$ cat src/rtl/uart_rx_os_if.sv
// Host-side result bus of the oversampling UART receiver.
// The receiver drives it through the master modport; host logic reads it through slave.
interface uart_rx_os_if #(
    parameter int unsigned DATA_BITS = 8
);
    logic [DATA_BITS-1:0] data_out;
    logic                 data_valid;
    logic                 par_err;
    logic                 frm_err;
    logic                 busy;

    modport master (
        output data_out,
        output data_valid,
        output par_err,
        output frm_err,
        output busy
    );

    modport slave (
        input data_out,
        input data_valid,
        input par_err,
        input frm_err,
        input busy
    );
endinterface

$ cat src/rtl/uart_rx_os.sv
// Oversampling UART receiver: start-bit validation at mid-bit, LSB-first data, optional parity,
// stop check, and a one-cycle valid strobe. All decisions are taken only on baud ticks.
module uart_rx_os #(
    parameter int unsigned DATA_BITS  = 8,
    parameter int unsigned OVERSAMPLE = 16
) (
    input  logic            clk,
    input  logic            rst,
    input  logic            tick,
    input  logic            rx,
    input  logic            par_en,
    input  logic            par_odd,
    uart_rx_os_if.master    host
);

    localparam int unsigned CW = $clog2(OVERSAMPLE);
    localparam int unsigned BW = $clog2(DATA_BITS);

    localparam logic [CW-1:0] CNT_LAST = CW'(OVERSAMPLE - 1);
    localparam logic [CW-1:0] CNT_HALF = CW'(OVERSAMPLE / 2 - 1);
    localparam logic [BW-1:0] BIT_LAST = BW'(DATA_BITS - 1);

    localparam logic [2:0] StIdle     = 3'd0;
    localparam logic [2:0] StStart    = 3'd1;
    localparam logic [2:0] StData     = 3'd2;
    localparam logic [2:0] StParity   = 3'd3;
    localparam logic [2:0] StStop     = 3'd4;
    localparam logic [2:0] StWaitHigh = 3'd5;

    logic                 rx_m_q, rx_s_q;
    logic [2:0]           state_q, state_d;
    logic [CW-1:0]        cnt_q, cnt_d;
    logic [BW-1:0]        bitn_q, bitn_d;
    logic [DATA_BITS-1:0] sh_q, sh_d;
    logic                 par_en_q, par_en_d;
    logic                 par_odd_q, par_odd_d;
    logic                 perr_q, perr_d;
    logic [DATA_BITS-1:0] data_out_q, data_out_d;
    logic                 data_valid_q, data_valid_d;
    logic                 par_err_q, par_err_d;
    logic                 frm_err_q, frm_err_d;

    // Idle-high line, so the synchroniser resets to 1 to avoid a false start after reset.
    always_ff @(posedge clk or negedge rst) begin
        if (!rst) begin
            rx_m_q <= 1'b1;
            rx_s_q <= 1'b1;
        end else begin
            rx_m_q <= rx;
            rx_s_q <= rx_m_q;
        end
    end

    always_comb begin
        state_d      = state_q;
        cnt_d        = cnt_q;
        bitn_d       = bitn_q;
        sh_d         = sh_q;
        par_en_d     = par_en_q;
        par_odd_d    = par_odd_q;
        perr_d       = perr_q;
        data_out_d   = data_out_q;
        par_err_d    = par_err_q;
        frm_err_d    = frm_err_q;
        data_valid_d = 1'b0;

        if (tick) begin
            case (state_q)
                StIdle: begin
                    if (!rx_s_q) begin
                        state_d   = StStart;
                        cnt_d     = '0;
                        par_en_d  = par_en;
                        par_odd_d = par_odd;
                    end
                end
                StStart: begin
                    if (cnt_q == CNT_HALF) begin
                        cnt_d  = '0;
                        bitn_d = '0;
                        // A line that is high again at mid start bit was only a glitch.
                        state_d = rx_s_q ? StIdle : StData;
                    end else begin
                        cnt_d = cnt_q + 1'b1;
                    end
                end
                StData: begin
                    if (cnt_q == CNT_LAST) begin
                        cnt_d  = '0;
                        bitn_d = bitn_q + 1'b1;
                        sh_d   = {rx_s_q, sh_q[DATA_BITS-1:1]};
                        if (bitn_q == BIT_LAST) begin
                            state_d = par_en_q ? StParity : StStop;
                        end
                    end else begin
                        cnt_d = cnt_q + 1'b1;
                    end
                end
                StParity: begin
                    if (cnt_q == CNT_LAST) begin
                        cnt_d   = '0;
                        perr_d  = rx_s_q ^ (^sh_q) ^ par_odd_q;
                        state_d = StStop;
                    end else begin
                        cnt_d = cnt_q + 1'b1;
                    end
                end
                StStop: begin
                    if (cnt_q == CNT_LAST) begin
                        cnt_d        = '0;
                        data_out_d   = sh_q;
                        frm_err_d    = ~rx_s_q;
                        par_err_d    = par_en_q & perr_q;
                        data_valid_d = 1'b1;
                        state_d      = rx_s_q ? StIdle : StWaitHigh;
                    end else begin
                        cnt_d = cnt_q + 1'b1;
                    end
                end
                StWaitHigh: begin
                    if (rx_s_q) begin
                        state_d = StIdle;
                    end
                end
                default: state_d = StIdle;
            endcase
        end
    end

    always_ff @(posedge clk or negedge rst) begin
        if (!rst) begin
            state_q      <= StIdle;
            cnt_q        <= '0;
            bitn_q       <= '0;
            sh_q         <= '0;
            par_en_q     <= 1'b0;
            par_odd_q    <= 1'b0;
            perr_q       <= 1'b0;
            data_out_q   <= '0;
            data_valid_q <= 1'b0;
            par_err_q    <= 1'b0;
            frm_err_q    <= 1'b0;
        end else begin
            state_q      <= state_d;
            cnt_q        <= cnt_d;
            bitn_q       <= bitn_d;
            sh_q         <= sh_d;
            par_en_q     <= par_en_d;
            par_odd_q    <= par_odd_d;
            perr_q       <= perr_d;
            data_out_q   <= data_out_d;
            data_valid_q <= data_valid_d;
            par_err_q    <= par_err_d;
            frm_err_q    <= frm_err_d;
        end
    end

    assign host.data_out   = data_out_q;
    assign host.data_valid = data_valid_q;
    assign host.par_err    = par_err_q;
    assign host.frm_err    = frm_err_q;
    assign host.busy       = (state_q != StIdle);

endmodule

$ cat src/flat_wrapper.sv
// flat-port wrapper written by rule: the top's interface ports become plain ports
module uart_rx_os_flat 
#(
    parameter int unsigned DATA_BITS  = 8,
    parameter int unsigned OVERSAMPLE = 16
)
  (clk, rst, tick, rx, par_en, par_odd, host_data_out, host_data_valid, host_par_err, host_frm_err, host_busy);
  uart_rx_os_if #(.DATA_BITS(DATA_BITS)) host_i ();
  input  logic clk;
  input  logic rst;
  input  logic tick;
  input  logic rx;
  input  logic par_en;
  input  logic par_odd;
  output wire logic [$bits(host_i.data_out)-1:0] host_data_out;
  output wire logic [$bits(host_i.data_valid)-1:0] host_data_valid;
  output wire logic [$bits(host_i.par_err)-1:0] host_par_err;
  output wire logic [$bits(host_i.frm_err)-1:0] host_frm_err;
  output wire logic [$bits(host_i.busy)-1:0] host_busy;
  assign host_data_out = host_i.data_out;
  assign host_data_valid = host_i.data_valid;
  assign host_par_err = host_i.par_err;
  assign host_frm_err = host_i.frm_err;
  assign host_busy = host_i.busy;
  uart_rx_os #(.DATA_BITS(DATA_BITS), .OVERSAMPLE(OVERSAMPLE)) u_core (.clk(clk), .rst(rst), .tick(tick), .rx(rx), .par_en(par_en), .par_odd(par_odd), .host(host_i));
endmodule
$ cat config.mk
export PLATFORM = sky130hd
export DESIGN_NAME = uart_rx_os_flat
export DESIGN_NICKNAME = d
export VERILOG_FILES = /design/src/rtl/uart_rx_os_if.sv /design/src/rtl/uart_rx_os.sv /design/src/flat_wrapper.sv
export SDC_FILE = /design/constraint.sdc
export NUM_CORES = 1
export LEC_CHECK = 0
export BUFFER_PORTS_ARGS = -buffer_cell sky130_fd_sc_hd__buf_4
export CAP_MARGIN = 10
export CORE_UTILIZATION = 62
export DETAILED_ROUTE_END_ITERATION = 10
export PLACE_DENSITY = 0.89
export SYNTH_ARGS = -nofsm -noshare
export SYNTH_HDL_FRONTEND = slang
export SYNTH_SLANG_ARGS = --single-unit
$ cat constraint.sdc
create_clock -name clk -period 3.3 [get_ports clk]
set_input_delay 0.165 -clock clk [delete_from_list [all_inputs] [get_ports clk]]
set_output_delay 0.165 -clock clk [all_outputs]
set_load 0.05 [all_outputs]
Word level (Yosys, flattened, before mapping)
Index checks and enable logic that the tools add are counted.
{"block": "classes", "bitwise_logic": 4, "eq_ne": 15, "mux": 21, "n_reduce_logical": 13, "addsub": 2}
{"operator": "3-bit two-way mux", "count": 11}
{"operator": "3-bit one-hot mux with 6 select lines", "count": 1}
{"operator": "3-bit AND reduction", "count": 5}
{"operator": "4-bit two-way mux", "count": 3}
{"operator": "2-bit by 1-bit != test with 1-bit output, second input constant", "count": 6}
{"operator": "4-bit one-hot mux with 3 select lines", "count": 1}
{"operator": "3-bit equality test, second input constant", "count": 3}
{"operator": "8-bit AND reduction", "count": 1}
{"operator": "8-bit parity", "count": 1}
{"operator": "3-bit by 2-bit equality test with 1-bit output, second input constant", "count": 2}
{"operator": "3-bit one-hot mux with 2 select lines", "count": 1}
{"operator": "3-bit nonzero test", "count": 2}
{"operator": "4-bit by 1-bit adder with 4-bit output, second input constant", "count": 1}
{"operator": "4-bit by 3-bit equality test with 1-bit output, second input constant", "count": 1}
{"operator": "4-bit equality test, second input constant", "count": 1}
{"operator": "4-bit AND reduction", "count": 1}
{"operator": "3-bit by 1-bit adder with 3-bit output, second input constant", "count": 1}
{"operator": "3-bit by 1-bit equality test with 1-bit output, second input constant", "count": 1}
{"operator": "3-bit zero test", "count": 1}
{"operator": "1-bit two-way mux", "count": 3}
{"operator": "3-bit OR reduction", "count": 1}
{"operator": "2-bit two-way mux", "count": 1}
{"operator": "2-bit != test, second input constant", "count": 1}
{"operator": "2-bit nonzero test", "count": 1}
{"operator": "other kinds (3)", "count": 4}
{"block": "totals", "elab_cells": 68, "reg_bits": 34, "output_inout_bits": 12}

Depth between registers and ports, before layout
Gate-level depths: netlist of run 1.
{"block": "depth", "depth_word": 4, "ltp_mapped": 7}

Least setup slack after synthesis of run 1
No wires, ideal clock.
{"block": "synth_path", "kind": "register to register", "start": "reg u_core.cnt_q[0]", "end": "reg u_core.sh_q[1]", "setup_time_ps": 125, "setup_slack_ps": 1593, "required_time_ps": 3175, "stages_incl_launch_ff": 7, "arrival_ps": 1582, "synth_period_minus_slack_ps": 1707, "path_buffers": 1, "cell_sequence": "dfrtp_1 ha_1 and3_1 nand2_2 nor3_2 buf_4 mux2_2"}
{"block": "synth_between", "elab_chain_len": 2}
{"item": "start, declared", "line": "uart_rx_os.sv:32", "source": "logic [CW-1:0] cnt_q, cnt_d;"}
{"item": "start signal, assigned", "line": "uart_rx_os.sv:145", "source": "cnt_q <= cnt_d;"}
{"item": "4-bit equality test", "line": "uart_rx_os.sv:88", "source": "if (cnt_q == CNT_LAST) begin"}
{"item": "3-bit AND reduction (no source line)"}
{"item": "end signal, assigned", "line": "uart_rx_os.sv:135", "source": "sh_q <= '0;"}
{"item": "end signal, assigned", "line": "uart_rx_os.sv:147", "source": "sh_q <= sh_d;"}
{"item": "end, declared", "line": "uart_rx_os.sv:34", "source": "logic [DATA_BITS-1:0] sh_q, sh_d;"}
Every way passes these cells.
A chain may end at the register's enable or synchronous reset.

Worst setup path after layout of run 1
Same ends and word-level chain as after synthesis.

==> results of run 1 <==
[final timing paths]
| check | startpoint | end | slack [ns] | cells after the start |
|---|---|---|---|---|
| hold reg to reg | u_core.rx_m_q$_DFF_PN1_ | u_core.rx_s_q$_DFF_PN1_ | 0.35 | 0 |
| setup / recovery | u_core.cnt_q[0]$_DFFE_PN0P_ | u_core.sh_q[1]$_DFFE_PN0P_ | 1.09 | 5 |
| max in group asynchronous | rst | u_core.rx_m_q$_DFF_PN1_ | 2.67 | 2 |
| min in group asynchronous | rst | u_core.state_q[0]$_DFFE_PN0P_ | 0.30 | 2 |
| setup reg to reg | u_core.cnt_q[0]$_DFFE_PN0P_ | u_core.sh_q[1]$_DFFE_PN0P_ | 1.09 | 5 |
| hold / removal | par_odd | u_core.par_odd_q$_DFFE_PN0P_ | 0.05 | 2 |
[per-stage QoR]
step	area [µm²]	setup slack, ns	power (mW)	cells	hold WS (ns)
after floorplan	1728	1.593	0.9029	144	-0.1306
after CTS	1911	1.066	1.227	193	0.04437
after global routing	1911	0.9353	1.296	193	0.04147
after global placement	1831	1.192	0.9553	183	0.1263
final	1911	1.087	1.220	193	0.05317
after detailed placement	1831	1.158	0.9799	183	0.1296
[power by group]
part | internal, mW | switching, mW
Combinational | 0.178 | 0.214
Sequential | 0.471 | 0.116
Clock | 0.103 | 0.138
Total | 0.753 | 0.468
[final cells by class]
cell class	count	area (µm²)	area share, %
Clock inverter	1	5.005	0.2620
Inverter	4	15.01	0.7859
Clock buffer	7	55.05	2.881
Sequential cell	34	853.3	44.66
Tap cell	30	37.54	1.965
Timing Repair Buffer	19	147.6	7.728
Multi-Input combinational cell	98	797.0	41.72
[worst max-delay path, delay by kind of cell (launching register included)]
family	cells	cell delay, ns
adder cells (fa/ha/maj)	1	0.26
multiplexers	1	0.41
AND/OR/NAND/NOR	3	1.00
flip-flops	1	0.43
[metal layers]
| metal | up-vias | GRT usage (%) | part of all wire (%) |
|---|---|---|---|
| met1 | 566 | 31.25 | 43 |
| met3 | 12 | 7.222 | 4.7 |
| li1 | 560 | - | - |
| met2 | 35 | 40.56 | 49 |
| met4 | 0 | 12.82 | 3.3 |
| met5 | - | 0 | 0 |
[cells in the final DEF (no fill, tap or decap), types with 3 or more instances in the layout]
cell type   n
nand2_1     8
xnor2_1     9
dfrtp_1    32
nor2_1      3
o21ai_0     5
mux2_1      6
inv_1       4
mux2_2     13
clkbuf_4    5
nand3_1     8
nand3b_1    3
buf_4      17
nand2b_1    3
ha_1        3
[state kept, by name, indices dropped and copies added (netlist names)]
register,flops
u_core.host.frm_err,1
u_core.cnt_q,4
u_core.host.data_out,8
u_core.rx_s_q,1
u_core.sh_q,8
u_core.bitn_q,3
u_core.perr_q,1
u_core.rx_m_q,1
u_core.host.par_err,1
u_core.state_q,3
u_core.par_en_q,1
u_core.host.data_valid,1
u_core.par_odd_q,1
[repair_timing]
item,4_1_cts,5_1_grt
hold buffers,2,0
buffers inserted,0,0
endpoints found under the hold margin,33,0
[cell families after synthesis]
kind of cell             Yosys count
adder cells (fa/ha/maj)            3
XOR/XNOR                           9
buffers and inverters             12
flip-flops                        34
multiplexers                      21
AO/OA/AOI/OAI                     25
AND/OR/NAND/NOR                   40
==> flow_summary_export.csv, run 1 <==
group,metric,value,unit
place,dp_hpwl,2070,µm
clock_network,cts_buffer_depth,2,
yosys,synth_top_family_by_area,"simple AND/OR/NAND/NOR gates",
yosys,avgSynthCellArea,12.00,µm²
floorplan,die_area,0.003002,mm²
timing,fmax,0.4519,GHz
yosys,synth_edf_count,0,
floorplan,die_x,54.79,µm
floorplan,initial_utilization,67.90,%
finish,fill_cells,168,
routing,dr.pass1.iters,4,
yosys,synth.distinct_cells,47,
clock_network,path_clk_slew,0.10,ns
routing,drt-initial-drc-count,23,
timing,hold_viol,0,
clock_network,cts_tree,"yes",
job,cap_violations,0,
pwr,leakagePower,0.9054,nW
outcome,status,"completed",
clock_network,h-tree-depth,2,
routing,route.detailed.drc,0,
setup_path,crit_required,3.52,ns
finish,drive_above_1_share,29.45,%
yosys,yosysMostFrequentCell,"dfrtp_1",
setup_path,cpMaxStageDelayCell,"nor3_2",
timing,setup_tns,0,ns
setup_path,criticalPathCategory,"reg2reg",
yosys,synth_area,0.001728,mm²
timing,slew_headroom,47.27,%
yosys,synth_fa_ha_area_share,2.172,%
global_routing,grt_pass1_wl,5175,µm
yosys,ys_top_cells_by_area,"dfrtp_1, mux2_2, xnor2_1, mux2_1, dfstp_2",
floorplan,fp-row-count,18,
routing,vias_per_cell,6.078,
timing,fin_crit_sh,67.06,%
clock_network,clock_latency,0.33,ns
timing,setup_viol,0,
setup_path,worst_setup_path_end_kind,"register",
global_routing,grt_overflow,0,
yosys,synth_top_cells_by_count,"dfrtp_1, mux2_2, xnor2_1, nand2_1, nand3_1",
yosys,postSynthCellCount,144,
yosys,yosysWarnings,0,
clock_network,numCtsBuffers,5,
floorplan,io_pins,18,
yosys,synthArstFlopShare,100.0,%
yosys,synth_top_area_cell,"dfrtp_1",
setup_path,worst_setup_path_start_kind,"register",
global_routing,grt_pass1_vias,1132,
finish,area_growth,10.57,%
yosys,yosys.area_share.simple,15.06,%
finish,diodes,0,
routing,wl_per_cell,16.26,µm
yosys,ys.flop_type,"dfrtp_1",
yosys,synth_compound_gate_area_share,10.79,%
finish,fin_nets,171,
timing,rsz0062_at_grt,"false",
floorplan,coreArea,0.002545,mm²
setup_path,cpPeakStageDelay,0.65,ns
place,placement.io_buffers,17,
clock_network,cts-root-buf,"clkbuf_4",
clock_network,numClockSinks,34,
place,gp_congestion,0.7615,
yosys,synth_mux_area_share,13.54,%
setup_path,cp.arrival,2.43,ns
routing,ant_nets,0,
yosys,synth-seq-cells,34,
floorplan,die_h,54.79,µm
timing,fin_skew,0.009293,ns
routing,wirelength,3139,µm
timing,worst_pin_slew,0.7850,ns
global_routing,grt_use_total,25.47,%
worst_hold_path,min_path_type,"in2reg",
clock_network,cts_resized,0,
finish,finalCoreUtilization,75.07,%
global_routing,grt_max_degree,35,
timing,slew_viol_final,0,
pwr,ir_drop,0.0005317,V
yosys,syn_nets,153,
setup_path,path_max_fanout,11,
setup_path,crit_path_cell_trace,"ha_1 -> and3_1 -> nand2_2 -> nor3_2 -> mux2_2",
pwr,power.density,638.7,mW/mm²
routing,routed-via-count,1173,
yosys,synth_top_area_share,46.34,%
global_routing,grt_antenna_before_repair,0,
yosys,yosysSeqAreaShare,49.38,%
yosys,synth-xor-area-share,4.562,%
timing,min_period,2.213,ns
No activity file was read; power rests on OpenSTA's default activity.
==> run 2, diff against run 1 <==
--- a/config.mk
+++ b/config.mk
@@ -5,11 +5,12 @@
 export SDC_FILE = /design/constraint.sdc
 export NUM_CORES = 1
 export LEC_CHECK = 0
+export ABC_AREA = 1
 export BUFFER_PORTS_ARGS = -buffer_cell sky130_fd_sc_hd__buf_4
 export CAP_MARGIN = 10
-export CORE_UTILIZATION = 62
+export CORE_UTILIZATION = 58
 export DETAILED_ROUTE_END_ITERATION = 10
-export PLACE_DENSITY = 0.89
+export PLACE_DENSITY = 0.85
 export SYNTH_ARGS = -nofsm -noshare
 export SYNTH_HDL_FRONTEND = slang
 export SYNTH_SLANG_ARGS = --single-unit
==> constraint.sdc (replaced) <==
create_clock -name clk -period 2.1 [get_ports clk]
set_input_delay 0.105 -clock clk [delete_from_list [all_inputs] [get_ports clk]]
set_output_delay 0.105 -clock clk [all_outputs]
set_load 0.05 [all_outputs]
==> run 2 against run 1 <==
  * The run now ends with DRC left
  * Cell count up 37%
  * Sequential power up 42%
  * Sequential share of layout area down 3.5 points
  * Via count up 21%
  * Fmax up 32%
  * Cell area up 8.4%
  * Routed wire length up 2.8%
  * Critical path depth up 3
  * Global-route usage down 2.3 points
  * Critical endpoint is now u_core.bitn_q[2]$_DFFE_PN0P_
==> flow_summary_export.csv, run 2 <==
group,metric,value,unit
pwr,total_power,2.131,mW
timing,fin_skew,0.01261,ns
pwr,ir_drop,0.0008677,V
finish,final_cell_mix,"nand2_1, dfrtp_1, inv_1",
routing,drt-initial-drc-count,80,
outcome,status,"complete, but fails checks",
routing,route.detailed.drc,1,
setup_path,cpPeakStageDelay,0.40,ns
yosys,avgSynthCellArea,8.728,µm²
yosys,synth_top_area_cell,"dfrtp_1",
timing,fmax,0.5950,GHz
finish,fin_nets,241,
finish,area_growth,14.61,%
global_routing,grt_overflow,0,
clock_network,h-tree-depth,2,
floorplan,die_h,57.81,µm
finish,layout.area.seq,853.3,µm²
routing,vias_per_cell,5.383,
pwr,p_int,1.285,mW
place,place_ws,0.4616,ns
setup_path,path_max_fanout,17,
routing,ant_nets,0,
finish,multi_input_area,839.6,µm²
yosys,synth-seq-cells,34,
setup_path,crit_path_cell_trace,"ha_1 -> nand2_1 -> inv_1 -> nand2_2 -> nor2_4 -> nand2_4 -> a21boi_2 -> o21ai_1",
global_routing,grt_pass1_wl,5727,µm
global_routing,grt_antenna_before_repair,0,
pwr,power_frac_comb,37.1,%
yosys,synth_edf_count,0,
clock_network,clock_latency,0.35,ns
pwr,p_seq_share,39.1,%
clock_network,cts-root-buf,"clkbuf_4",
floorplan,fp-row-count,19,
floorplan,initial_utilization,63.33,%
yosys,synth_top_cells_by_count,"nand2_1, dfrtp_1, inv_1, nand3_1, o21ai_1",
global_routing,grt_max_degree,35,
job,cap_violations,0,
floorplan,coreArea,0.002853,mm²
finish,drive_above_1_share,25.75,%
worst_hold_path,min_path_type,"in2reg",
yosys,synth_area,0.001807,mm²
timing,fin_crit_sh,80.03,%
yosys,yosysSeqAreaShare,47.23,%
clock_network,cts_buffer_depth,2,
setup_path,worst_setup_path_start_kind,"register",
finish,layoutNonFillerInstCount,264,
finish,final_common_cell,"nand2_1",
place,gp_congestion,0.8189,
yosys,syn_nets,216,
global_routing,grt_pass1_vias,1370,
floorplan,die_area,0.003342,mm²
pwr,leakagePower,1.058,nW
outcome,violations,"DRC",
setup_path,worst_setup_path_end_kind,"register",
pwr,power.density,1029,mW/mm²
timing,hold_viol,0,
place,dp_hpwl,2327,µm
routing,wl_per_cell,12.23,µm
timing,fin_ws,0.4195,ns
timing,slew_viol_final,0,
timing,worst_pin_slew,0.4135,ns
pwr,p_sw,845.2,µW
place,placement.io_buffers,17,
timing,setup_tns,0,ns
place,dp_cells,252,
finish,diodes,0,
timing,setup_viol,0,
timing,slew_headroom,72.44,%
pwr,swShare,39.67,%
floorplan,io_pins,18,
clock_network,cts_resized,0,
clock_network,cts_tree,"yes",
pwr,pwr-share-clk,23.8,%
yosys,synthArstFlopShare,100.0,%
routing,routed-via-count,1421,
yosys,ys_top_cells_by_area,"dfrtp_1, nand2_1, o21ai_2, inv_1, nand3_1",
yosys,synth_top_area_share,44.32,%
clock_network,numClockSinks,34,
routing,wirelength,3228,µm
global_routing,grt_use_total,23.17,%
setup_path,crit_required,2.33,ns
floorplan,die_x,57.81,µm
timing,rsz0062_at_grt,"false",
routing,dr.pass1.iters,7,
finish,fill_cells,224,
clock_network,post_cts_buffers,0,
setup_path,criticalPathCategory,"reg2reg",
timing,min_period,1.681,ns
setup_path,cp.arrival,1.91,ns
yosys,yosysWarnings,0,
clock_network,path_clk_slew,0.09,ns
setup_path,cpMaxStageDelayCell,"dfrtp_1",
yosys,synth.distinct_cells,28,
yosys,postSynthCellCount,207,
clock_network,numCtsBuffers,5,
clock_network,cts_hold_buf,4,
yosys,ys.flop_type,"dfrtp_1",
yosys,yosysMostFrequentCell,"nand2_1",
run 2: critical path, delay by kind of cell (launching register included):
family	cells	cell delay, ns
flip-flops	1	0.40
AND/OR/NAND/NOR	4	0.53
adder cells (fa/ha/maj)	1	0.18
buffers and inverters	1	0.11
AO/OA/AOI/OAI	2	0.34
run 2: metrics by stage:
| stage | instance area, µm² | util, % | hold slack (ns) |
|---|---|---|---|
| 4_1_cts | 2071 | 72.59 | 0.1446 |
| 3_3_place_gp | 1946 | 68.20 | 0.07087 |
| 3_5_place_dp | 1946 | 68.20 | 0.07114 |
| 6_report | 2071 | 72.59 | 0.1561 |
| 5_1_grt | 2071 | 72.59 | 0.1582 |
| 2_1_floorplan | 1807 | - | -0.1906 |
run 2: worst paths after layout:
path,endpoint,slack [ns],cells past startpoint,from
max,u_core.bitn_q[2]$_DFFE_PN0P_,0.42,8,u_core.cnt_q[1]$_DFFE_PN0P_
min,u_core.cnt_q[1]$_DFFE_PN0P_,0.16,4,tick
max reg2reg,u_core.bitn_q[2]$_DFFE_PN0P_,0.42,8,u_core.cnt_q[1]$_DFFE_PN0P_
min reg2reg,u_core.rx_s_q$_DFF_PN1_,0.36,0,u_core.rx_m_q$_DFF_PN1_
max in group asynchronous,u_core.rx_s_q$_DFF_PN1_,1.55,2,rst
min in group asynchronous,u_core.sh_q[2]$_DFFE_PN0P_,0.22,2,rst
run 2: power groups by stage:
stage / Combinational (mW) / Sequential [mW] / Clock (mW)
6_report: 0.790 / 0.833 / 0.507
5_1_grt: 0.876 / 0.845 / 0.544
4_1_cts: 0.786 / 0.833 / 0.516
3_5_place_dp: 0.770 / 0.846 / 0
3_3_place_gp: 0.759 / 0.840 / 0
2_1_floorplan: 0.621 / 0.829 / 0
run 2: area by class of cell:
cell class / count / area share (%)
repair buffers: 21 / 8.097
multi-input cells: 147 / 40.54
inverters: 23 / 4.169
clock buffers: 7 / 2.659
clock inverters: 1 / 1.450
flip-flops and latches: 34 / 41.21
well taps: 31 / 1.873
run 2: cells by family (layout without fill, tap and decap cells):
family | Yosys count | count (layout) | synth area share, %
muxes | 2 | 2 | 1.246
DFF | 34 | 34 | 47.23
xor gates and xnor gates | 6 | 6 | 2.909
buffers and inverters | 26 | 52 | 6.301
adders and majority gates | 3 | 3 | 2.078
AOI/OAI and AO/OA | 33 | 33 | 11.91
and+or+nand+nor | 103 | 103 | 28.32
run 2: routing by layer:
layer / share of wire [%] / track usage, % / vias up / routed length (µm)
met5: 0 / 0 / - / 0
met4: 1.8 / 10.88 / 0 / 59
met3: 5.6 / 7.366 / 8 / 180
met2: 44 / 34.65 / 39 / 1421
met1: 49 / 30.81 / 662 / 1567
li1: - / - / 712 / -
